$ cat src/rtl/nanaseg_scanner.sv
// ============================================================================
// Module   : nanaseg_scanner
// Brief    : SHOW/BLANK scan controller sharing one 7-seg decoder across digits
// Revision : 1.0 - initial release
// ============================================================================
`default_nettype none

module nanaseg_scanner #(
  parameter int DIGITS    = 4,
  parameter int SHOW_CYC  = 50000,
  parameter int BLANK_CYC = 500
) (
  input  logic              clk,
  input  logic              rst,
  input  logic              en,
  input  logic              wr_en,
  input  logic [1:0]        wr_addr,
  input  logic [3:0]        wr_data,
  output logic [3:0]        dec_out,
  output logic [DIGITS-1:0] digit_sel_n,
  output logic              frame_tick
);

  localparam int C_CNT_MAX = (SHOW_CYC > BLANK_CYC) ? SHOW_CYC : BLANK_CYC;
  localparam int C_CNT_W   = $clog2(C_CNT_MAX);

  localparam logic [C_CNT_W-1:0] C_SHOW_LAST  = C_CNT_W'(SHOW_CYC - 1);
  localparam logic [C_CNT_W-1:0] C_BLANK_LAST = C_CNT_W'(BLANK_CYC - 1);
  localparam logic [C_CNT_W-1:0] C_CNT_ONE    = C_CNT_W'(1);
  localparam logic [1:0]         C_IDX_LAST   = 2'(DIGITS - 1);
  localparam logic [2:0]         C_DIGITS     = 3'(DIGITS);

  typedef enum logic [1:0] {
    IDLE  = 2'd0,
    SHOW  = 2'd1,
    BLANK = 2'd2
  } state_t;

  state_t               state_q, state_d;
  logic [1:0]           idx_q, idx_d;
  logic [C_CNT_W-1:0]   cnt_q, cnt_d;
  logic [3:0]           dec_q, dec_d;
  logic [DIGITS-1:0]    sel_n_q, sel_n_d;
  logic                 tick_q, tick_d;
  // Storage is always four deep; entries at or above DIGITS are never written.
  logic [3:0]           digit_q [4];
  logic [3:0]           digit_d [4];

  always_comb begin
    for (int i = 0; i < 4; i++) begin
      digit_d[i] = digit_q[i];
    end
    if (wr_en && ({1'b0, wr_addr} < C_DIGITS)) begin
      digit_d[wr_addr] = wr_data;
    end
  end

  always_comb begin
    state_d = state_q;
    idx_d   = idx_q;
    cnt_d   = cnt_q;
    case (state_q)
      IDLE: begin
        idx_d = 2'd0;
        cnt_d = '0;
        if (en) begin
          state_d = SHOW;
        end
      end
      SHOW: begin
        if (!en) begin
          state_d = IDLE;
          idx_d   = 2'd0;
          cnt_d   = '0;
        end else if (cnt_q == C_SHOW_LAST) begin
          state_d = BLANK;
          cnt_d   = '0;
        end else begin
          cnt_d = cnt_q + C_CNT_ONE;
        end
      end
      BLANK: begin
        if (!en) begin
          state_d = IDLE;
          idx_d   = 2'd0;
          cnt_d   = '0;
        end else if (cnt_q == C_BLANK_LAST) begin
          state_d = SHOW;
          cnt_d   = '0;
          idx_d   = (idx_q == C_IDX_LAST) ? 2'd0 : idx_q + 2'd1;
        end else begin
          cnt_d = cnt_q + C_CNT_ONE;
        end
      end
      default: begin
        state_d = IDLE;
        idx_d   = 2'd0;
        cnt_d   = '0;
      end
    endcase
  end

  // Outputs are decoded from the next state so select and code switch together.
  always_comb begin
    dec_d   = 4'hF;
    sel_n_d = '1;
    tick_d  = 1'b0;
    if (state_d == SHOW) begin
      dec_d = (state_q == SHOW) ? dec_q : digit_q[idx_d];
      for (int i = 0; i < DIGITS; i++) begin
        sel_n_d[i] = (idx_d != 2'(i));
      end
    end
    if ((state_d == BLANK) && (cnt_d == C_BLANK_LAST) && (idx_d == C_IDX_LAST)) begin
      tick_d = 1'b1;
    end
  end

  always_ff @(posedge clk) begin
    if (rst) begin
      state_q <= IDLE;
      idx_q   <= 2'd0;
      cnt_q   <= '0;
      dec_q   <= 4'hF;
      sel_n_q <= '1;
      tick_q  <= 1'b0;
      for (int i = 0; i < 4; i++) begin
        digit_q[i] <= 4'hF;
      end
    end else begin
      state_q <= state_d;
      idx_q   <= idx_d;
      cnt_q   <= cnt_d;
      dec_q   <= dec_d;
      sel_n_q <= sel_n_d;
      tick_q  <= tick_d;
      for (int i = 0; i < 4; i++) begin
        digit_q[i] <= digit_d[i];
      end
    end
  end

  assign dec_out     = dec_q;
  assign digit_sel_n = sel_n_q;
  assign frame_tick  = tick_q;

endmodule

`default_nettype wire

$ cat config.mk
export PLATFORM = sky130hd
export DESIGN_NAME = nanaseg_scanner
export DESIGN_NICKNAME = d
export VERILOG_FILES = /design/src/rtl/nanaseg_scanner.sv
export SDC_FILE = /design/constraint.sdc
export NUM_CORES = 1
export LEC_CHECK = 0
export ABC_AREA = 1
export BUFFER_PORTS_ARGS = -buffer_cell sky130_fd_sc_hd__buf_2
export CORE_MARGIN = 2
export CORE_UTILIZATION = 59
export CTS_CLUSTER_DIAMETER = 30
export CTS_CLUSTER_SIZE = 24
export DETAILED_ROUTE_END_ITERATION = 12
export HOLD_SLACK_MARGIN = 0.08
export PLACE_DENSITY = 0.8
export SYNTH_ARGS = -nofsm -noshare
export SYNTH_HDL_FRONTEND = slang
export SYNTH_SLANG_ARGS = --single-unit
$ cat constraint.sdc
create_clock -name clk -period 2.2 [get_ports clk]
set_input_delay 0.22 -clock clk [delete_from_list [all_inputs] [get_ports clk]]
set_output_delay 0.22 -clock clk [all_outputs]
set_load 0.02 [all_outputs]
==> impl_metrics.toml, run 1 <==
[final_layout]
diodes = 0
fin_cells = 412
syn_to_final_growth_pct = 8.73
ff_latch_area_um2 = 901
nets = 379
multiInputGateArea_um2 = 1210
nFillCells = 364
drive_gt1_share_pct = 13.5
final_util_pct = 67.5

[power_and_ir_drop]
power.density_nw_per_um2 = 588
vdd_drop_max_mv = 0.313
p_leak_nw = 1.16

[timing]
fin_setup_tns_ns = 0
setup_violations = 0
finalMaxSlewViolations = 0
min_period_over_period_pct = 93.6
rsz0062_at_grt = "no"
max_freq_ghz = 0.485
min_period_ns = 2.06
fin_worst_skew_ns = 0.00635
hold_violations = 0
tightest_slew_ns = 0.532
max_slew_margin_pct = 64.2

[floorplan]
rows = 22
dieArea_um2 = 4430
ioPinCount = 19
initial_utilization_pct = 62.1
core_um2 = 3720
chipWidth_um = 66.6
die_height_um = 66.6

[route]
routed_wl_um = 5100
vias_per_cell = 5.18
ant_nets = 0
drtPass1Iterations = 5
avgRoutedWirePerCell_um = 12.4
drc = 0
via_count = 2135
drt-initial-drc-count = 233

[logic_synthesis]
syn-mean-instance-area_um2 = 6.73
synth_nets = 359
async_reset_ff_share_pct = 0
synth-edff-count = 0
yosysWarnings = 0
yosys_register_bits = 45
synth_seq_area_share_pct = 39.0
synth_flop_cell = "dfxtp_1"
ys_types = 30
synth_area_um2 = 2310
syn_inst = 343

[global_route]
grt_pass1_vias = 1864
antenna_found_initial = 0
grt_start_max_net_pins = 18
grt_pass1_wl_um = 8450
gr-total-overflow = 0
track_usage_pct = 24.9

[outcome]
status = "finished, final reports clean"

[worst_setup_path]
path_class = "reg -> reg"
required_ns = 2.43
rr_startpoint = "cnt_q[0]"
crit_slowest_cell = "dfxtp_1"
crit_fanout = 5
cp-start-kind = "flip-flop"
critPathArrivalTime_ns = 2.29
max_stage_delay_ns = 0.35
crit_family = "simple AND/OR/NAND/NOR gates"
crit_path_frequent_cell = "nor2_1"
crit_start = "cnt_q[0]"
crit_path_end_kind = "flip-flop"
cp_num_buf_inv = 2
path_cells = "ha_1, inv_1, nor2_1, nand2_1, nor2_1, nand2_1, nand2_1, nand2_1, inv_1, nor2_1, nand3_1, nor2_1, nand3_1, nor2_1"

[min_path]
hold_class = "in -> reg"
hold_start = "wr_data[0]"

[clock_network]
clk_latency_ns = 0.30
cts.clk_slew.worst_paths_ns = 0.09
numCtsBuffers = 5
cts_tree = "built"
clk_path_buf_depth = 2
cts_setup_buffers = 0
cts_htree_levels = 2
clock_sinks = 45
root_buffer = "clkbuf_8"

[placement]
dp.cells = 404
gp_congestion = 0.940
hpwl_um = 3870
io_buffers = 18

[run]
drv_cap = 0
## where the power goes
group          internal (mW)  switching [mW]  total [mW]  leakage (nW)
clock network          0.219           0.279       0.498        0.0439
logic                 0.0415          0.0848       0.126         0.753
registers              0.837          0.0148       0.852         0.366
## state kept, by name (all words and copies together) (netlist names)
name         cells
idx_q            2
frame_tick       1
dec_out          4
state_q          2
digit_sel_n      4
cnt_q           16
digit_q         16
## final cells by class
class	count	share of cell area (%)
Multi-Input combinational cell	252	48.4
Sequential cell	45	35.9
Clock buffer	5	2.74
Clock inverter	3	0.698
Inverter	41	6.28
Tap cell	48	2.39
Timing Repair Buffer	18	3.59
## synth_stat cells, types with 2 or more instances
cell / count / area share [%]
nor2_1: 41 / 6.7
o21ai_1: 2 / 0.43
inv_2: 3 / 0.49
nand2_2: 8 / 2.2
ha_1: 6 / 3.3
nand2_1: 106 / 17
clkbuf_1: 2 / 0.33
nand3_2: 3 / 1.3
clkinv_1: 2 / 0.33
nand4_1: 6 / 1.6
o21ai_0: 2 / 0.43
nor2_2: 4 / 1.1
xnor2_1: 3 / 1.1
a21oi_1: 7 / 1.5
nor3_1: 7 / 1.5
nand3_1: 46 / 10
dfxtp_1: 45 / 39
xor2_1: 3 / 1.1
inv_1: 36 / 5.9
## path summary, 6_finish.rpt
check / to / slack (ns) / depth (start not counted)
setup reg to reg: frame_tick / 0.14 / 14
hold reg to reg: dec_out[3] / 0.47 / 2
setup / recovery: frame_tick / 0.14 / 14
hold / removal: digit_q[3][0] / 0.18 / 3
## cells in the final DEF (no fill, tap or decap)
master	n
nor3_2	1
inv_1	35
nand2_1	106
nand2_2	8
nand3b_1	1
inv_2	4
a21oi_1	7
o21ai_1	2
dfxtp_1	45
buf_2	18
clkbuf_8	5
nand2_4	1
nand4_1	6
nor2_1	41
nand3_4	1
nand3_1	46
nor3_1	7
nor4_1	1
nor3b_1	1
ha_1	6
nand3_2	3
xor2_1	3
o22ai_1	1
or3_1	1
xnor2_1	3
clkinv_1	1
nor2_2	4
clkinvlp_4	2
clkinv_2	2
o21ai_0	2
## metal layers
layer,up-vias,share of wire (%),global-route usage [%]
met4,0,2.2,9.18
met3,12,6.1,5.57
met1,922,51,36.1
li1,1125,-,-
met5,-,0,0
met2,76,41,35.8
## timing repair
action,4_1_cts,5_1_grt
hold buffers,0,0
endpoints found under the setup margin,0,12
resized for setup,0,2
endpoints found under the hold margin,0,0
## logic make-up after synthesis
logic type | after synthesis | share of synthesized area, %
buffers and inverters | 46 | 8.35
AO/OA/AOI/OAI | 12 | 2.66
XOR/XNOR | 6 | 2.28
AND/OR/NAND/NOR | 228 | 44.4
adder cells (fa/ha/maj) | 6 | 3.25
flip-flops | 45 | 39.0
## worst min-delay path, cell delays in order
cell,delay (ns)
buf_2,0.12
nand2_1,0.05
nand3_1,0.07
## metrics by stage
step                      setup WS [ns]  cell area, um^2  power [mW]  hold slack, ns
final                             0.140             2510        1.48           0.183
after global routing             0.0341             2510        1.54           0.195
after CTS                         0.185             2510        1.48           0.183
after detailed placement          0.236             2420       0.994           0.451
after global placement            0.268             2420       0.991           0.443
after floorplan                   0.507             2310       0.954           0.346
(Power assumes the default switching activity.)
==> run 2, diff against run 1 <==
--- a/config.mk
+++ b/config.mk
@@ -5,15 +5,14 @@
 export SDC_FILE = /design/constraint.sdc
 export NUM_CORES = 1
 export LEC_CHECK = 0
-export ABC_AREA = 1
 export BUFFER_PORTS_ARGS = -buffer_cell sky130_fd_sc_hd__buf_2
 export CORE_MARGIN = 2
-export CORE_UTILIZATION = 59
+export CORE_UTILIZATION = 63
 export CTS_CLUSTER_DIAMETER = 30
 export CTS_CLUSTER_SIZE = 24
 export DETAILED_ROUTE_END_ITERATION = 12
 export HOLD_SLACK_MARGIN = 0.08
-export PLACE_DENSITY = 0.8
+export PLACE_DENSITY = 0.84
 export SYNTH_ARGS = -nofsm -noshare
 export SYNTH_HDL_FRONTEND = slang
 export SYNTH_SLANG_ARGS = --single-unit
==> constraint.sdc (replaced) <==
create_clock -name clk -period 2.4 [get_ports clk]
set_input_delay 0.24 -clock clk [delete_from_list [all_inputs] [get_ports clk]]
set_output_delay 0.24 -clock clk [all_outputs]
set_load 0.02 [all_outputs]
==> run 2 against run 1 <==
Effect of this change:
- sequential cell count is the same
- global-route usage grew 5.6 points
- the run now ends with negative setup slack left
- non-clock buffer count grew 43
- count of clock-buffer cells in the layout grew 1
- highest routed layer unchanged
- routed wire length grew 31%
- critical endpoint is now dec_out[0]
- core utilization grew 16 points
- via count grew 8.2%
- clock power shrank 26%
- clock skew grew 0.017 ns
- first-iteration DRC count grew 46%
==> impl_metrics.toml, run 2 <==
[outcome]
status = "complete, but fails checks"
violations = "negative setup slack"

[floorplan]
ioPinCount = 19
initial_utilization_pct = 67.4
core_um2 = 3420
rows = 21
die_height_um = 64.5
chipWidth_um = 64.5
dieArea_um2 = 4160

[power_and_ir_drop]
vdd_drop_max_mv = 0.494
power.density_nw_per_um2 = 453
p_leak_nw = 1.09

[worst_setup_path]
required_ns = 2.68
crit_path_end_kind = "flip-flop"
rr_startpoint = "cnt_q[10]"
crit_fanout = 5
cp-start-kind = "flip-flop"
max_stage_delay_ns = 0.56
crit_start = "cnt_q[10]"
crit_slowest_cell = "or4_4"
crit_path_frequent_cell = "or4_4"
path_cells = "or4_4, or4_4, o32a_1, buf_4, a21oi_2, buf_6, nor2_2, o311ai_2"
path_class = "reg -> reg"
critPathArrivalTime_ns = 3.04

[run]
drv_cap = 0

[global_route]
gr-total-overflow = 0
track_usage_pct = 30.4
grt_start_max_net_pins = 22
antenna_found_initial = 0
grt_pass1_wl_um = 9830
grt_pass1_vias = 2031

[placement]
gp_congestion = 0.905
hpwl_um = 4070
dpl-instance-area_um2 = 2660
io_buffers = 18

[clock_network]
root_buffer = "clkbuf_4"
clk_path_buf_depth = 2
holdBufCountCts = 0
cts_htree_levels = 2
clk_latency_ns = 0.37
clock_sinks = 45
numCtsBuffers = 5
cts_tree = "built"
cts.clk_slew.worst_paths_ns = 0.15

[logic_synthesis]
synth_area_um2 = 2300
async_reset_ff_share_pct = 0
syn-mean-instance-area_um2 = 8.69
yosysWarnings = 0
yosys.cell_count.top_type = "dfxtp_1"
yosys-top-cells-area = "dfxtp_1 39%, a211o_1 6.5%, nor2_1 6.2%, nand2_1 4.1%, xor2_1 3.8%"
synth_common_cells = "45 x dfxtp_1, 38 x nor2_1, 25 x nand2_1"
synth_nets = 281
synth_top_cell_by_area = "dfxtp_1"
ys_types = 53
synth_flop_cell = "dfxtp_1"
yosys_register_bits = 45
synth-edff-count = 0
syn_inst = 265
yosys.area.top_type_share_pct = 39.1
synth_seq_area_share_pct = 39.1

[timing]
max_freq_ghz = 0.362
min_period_over_period_pct = 115
fin_worst_skew_ns = 0.0236
max_slew_margin_pct = 69.0
fin_setup_tns_ns = -1.83
finalMaxSlewViolations = 0
rsz0062_at_grt = "yes"
min_period_ns = 2.76
setup_violations = 9
hold_violations = 0
worst_slack_ns = -0.359
tightest_slew_ns = 0.461

[final_layout]
nFillCells = 194
nets = 332
final_cell_mix = "42 x dfxtp_1, 39 x buf_4, 36 x nor2_1"
diodes = 0
design_area_um2 = 2840
drive_gt1_share_pct = 30.6
syn_to_final_growth_pct = 23.3
final_common_cell = "dfxtp_1"
top_regs = "cnt_q: 16 flops, digit_q: 16 flops"

[min_path]
hold_start = "wr_data[2]"
hold_class = "in -> reg"

[route]
drt-initial-drc-count = 341
ant_nets = 0
via_count = 2311
highest_layer = "met4"
avgRoutedWirePerCell_um = 18.4
wl_met3_um = 565
routed_wl_um = 6670
wl_met2_um = 3090
drc = 0
drtPass1Iterations = 5
wl_met1_um = 2700
vias_per_cell = 6.37
-- run 2: per-layer routing --
metal	GRT usage, %	vias to the layer above
li1	-	1046
met1	42.1	1076
met2	48.4	153
met3	6.08	36
met4	8.78	0
met5	0	-
-- run 2: final cells by class --
type	instances	area, um^2	area share [%]
Multi-Input combinational cell	195	1360	47.9
Sequential cell	45	905	31.9
Timing Repair Buffer	61	437	15.4
Tap cell	46	57.6	2.03
Clock buffer	6	41.3	1.45
Inverter	8	30.0	1.06
Clock inverter	2	10.0	0.352
-- run 2: what timing repair did --
action,4_1_cts,5_1_grt
buffers inserted,2,3
pin swaps,3,7
setup endpoints to repair,9,9
resized for setup,11,11
-- run 2: critical path, delay by kind of cell (launching register included) --
family | cells | cell delay (ns)
AND/OR/NAND/NOR | 3 | 1.14
AO/OA/AOI/OAI | 3 | 0.87
flip-flops | 1 | 0.35
buffers and inverters | 2 | 0.31
-- run 2: cells by family (layout without fill, tap and decap cells) --
group	after synthesis	count (layout)	synth area share [%]
xor+xnor	17	17	6.46
simple gates	120	120	27.9
compound gates	50	50	17.0
flops	45	45	39.1
mux	2	2	1.09
buf+inv	25	77	5.16
fa+ha+maj	6	6	3.26
-- run 2: per-stage QoR --
stage / hold WS (ns) / util [%] / setup slack, ns / total power [mW] / instances
2_1_floorplan: 0.358 / - / -0.360 / 0.869 / 265
3_3_place_gp: 0.446 / 77.9 / -0.143 / 0.905 / 350
3_5_place_dp: 0.449 / 77.9 / -0.243 / 0.910 / 350
4_1_cts: 0.0924 / 81.2 / -0.274 / 1.25 / 360
5_1_grt: 0.0867 / 83.2 / -0.393 / 1.33 / 363
6_report: 0.0968 / 83.2 / -0.359 / 1.29 / 363
-- run 2: final timing paths --
kind / end / depth (start not counted) / slack (ns)
hold reg to reg: digit_q[2][3] / 1 / 0.48
hold / removal: digit_q[0][2] / 2 / 0.1
setup / recovery: dec_out[0] / 8 / -0.36
setup reg to reg: dec_out[0] / 8 / -0.36
-- run 2: power by group --
part	total [mW]	internal (mW)	switching, mW
clock network	0.368	0.112	0.256
logic	0.137	0.0541	0.0825
registers	0.782	0.768	0.0136
==> run 3, diff against run 2 <==
--- a/config.mk
+++ b/config.mk
@@ -12,7 +12,7 @@
 export CTS_CLUSTER_SIZE = 24
 export DETAILED_ROUTE_END_ITERATION = 12
 export HOLD_SLACK_MARGIN = 0.08
-export PLACE_DENSITY = 0.84
+export PLACE_DENSITY = 0.83
 export SYNTH_ARGS = -nofsm -noshare
 export SYNTH_HDL_FRONTEND = slang
 export SYNTH_SLANG_ARGS = --single-unit
==> run 3 against run 2 <==
Effect of this change:
- the run still ends with negative setup slack left
- routed wire length rose by 8.1%
- first-iteration DRC count up 51%
- die area stayed put
- cell area up 1.7%
- final cell count rose by 0.83%
- register-to-register slack improved by 0.04 ns
- sequential power about the same
- critical path type unchanged
- largest power group unchanged
==> impl_metrics.toml, run 3 (synthesis gave the netlist of run 2 again) <==
[outcome]
status = "complete, but fails checks"
violations = "negative setup slack"

[clock_network]
cts_htree_levels = 2
numCtsBuffers = 5
root_buffer = "clkbuf_4"
clk_path_buf_depth = 2
cts.clk_slew.worst_paths_ns = 0.16
cts_tree = "built"
clock_sinks = 45
clk_latency_ns = 0.39

[route]
drc = 0
via_count = 2413
routed_wl_um = 7210
avgRoutedWirePerCell_um = 19.7
drt-initial-drc-count = 516
drtPass1Iterations = 7
ant_nets = 0
vias_per_cell = 6.59

[timing]
fin_worst_skew_ns = 0.0288
max_freq_ghz = 0.368
setup_violations = 9
worst_slack_ns = -0.320
min_period_ns = 2.72
min_period_over_period_pct = 113
finalMaxSlewViolations = 0
fin_hold_ws_ns = 0.322
hold_violations = 0
fin_setup_tns_ns = -1.69
max_slew_margin_pct = 66.2
rsz0062_at_grt = "yes"
tightest_slew_ns = 0.503

[worst_setup_path]
crit_fanout = 5
path_class = "reg -> reg"
crit_path_end_kind = "flip-flop"
crit_slowest_cell = "or4_4"
max_stage_delay_ns = 0.60
path_cells = "or4_4, or4_4, o32a_1, buf_4, a21oi_2, buf_4, nor2_1, o311ai_1"
r2r_cells = 8
critPathArrivalTime_ns = 3.01
cp-start-kind = "flip-flop"
required_ns = 2.69

[power_and_ir_drop]
switching_share_pct = 27.5
power.density_nw_per_um2 = 463
p_total_mw = 1.34
vdd_drop_max_mv = 0.286
combPwrFrac_pct = 10.6
power_frac_clock_pct = 30.8
p_int_mw = 0.969
p_seq_share_pct = 58.6
p_leak_nw = 1.11
switchingPower_mw = 0.367

[final_layout]
final_common_cell = "dfxtp_1"
nets = 335
final_cell_mix = "41 x dfxtp_1, 39 x buf_4, 38 x nor2_1"
nFillCells = 180
diodes = 0
top_regs = "cnt_q: 16 flops, digit_q: 16 flops"
drive_gt1_share_pct = 30.3
design_area_um2 = 2890
multiInputGateArea_um2 = 1370
final_util_pct = 84.5
fin_cells = 366
ff_latch_area_um2 = 906
syn_to_final_growth_pct = 25.4

[min_path]
hold_depth = 2
hold_class = "in -> reg"

[global_route]
gr-total-overflow = 0
grt_pass1_wl_um = 9670
grt_start_max_net_pins = 22
track_usage_pct = 30.1
antenna_found_initial = 0
grt_pass1_vias = 2036

[floorplan]
initial_utilization_pct = 67.4
rows = 21
dieArea_um2 = 4160
chipWidth_um = 64.5
ioPinCount = 19
die_height_um = 64.5
core_um2 = 3420

[placement]
io_buffers = 18
dp_slack_ns = -0.232
hpwl_um = 4000
dp.cells = 347
dpl-instance-area_um2 = 2630
gp_congestion = 0.913

[run]
drv_cap = 0
-- run 3: changes by cell type in the layout (fill, tap and decap cells not counted), sizes merged --
cell / before / now
dlygate4sd3: 0 / 4
buf: 61 / 60
-- run 3: final timing paths --
kind                  from            end  slack, ns
max              cnt_q[10]     dec_out[1]      -0.32
min                    rst     state_q[1]       0.32
min reg2reg  digit_q[2][1]  digit_q[2][1]       0.48
max reg2reg      cnt_q[10]     dec_out[1]      -0.32
-- run 3: timing repair --
action,4_1_cts,5_1_grt
setup endpoints to repair,9,9
gates resized for setup,5,19
endpoints found under the hold margin,3,1
hold buffers,3,1
buffers inserted,1,7
pin swaps,3,10
-- run 3: layout make-up --
type / instances / area share (%)
Inverter: 8 / 1.04
Multi-Input combinational cell: 195 / 47.5
Clock inverter: 2 / 0.477
Sequential cell: 45 / 31.4
Tap cell: 46 / 1.99
Clock buffer: 6 / 1.78
Timing Repair Buffer: 64 / 15.8
-- run 3: power by group through the flow --
stage	Clock (mW)	Combinational [mW]	Sequential (mW)
final	0.412	0.142	0.783
after global routing	0.435	0.150	0.784
after CTS	0.402	0.117	0.779
after detailed placement	0	0.111	0.796
after global placement	0	0.108	0.795
after floorplan	0	0.0695	0.800
-- run 3: critical path, delay by kind of cell (launching register included) --
family / cells / cell delay [ns]
AOI/OAI and AO/OA: 3 / 0.80
buffers and inverters: 2 / 0.33
DFF: 1 / 0.34
and+or+nand+nor: 3 / 1.18
-- run 3: layer usage --
metal,GRT usage [%],vias up,routed length (um)
met5,0,-,0
met4,9.04,0,409
met3,6.08,51,801
met2,49.6,210,3260
met1,40.0,1106,2740
li1,-,1046,-
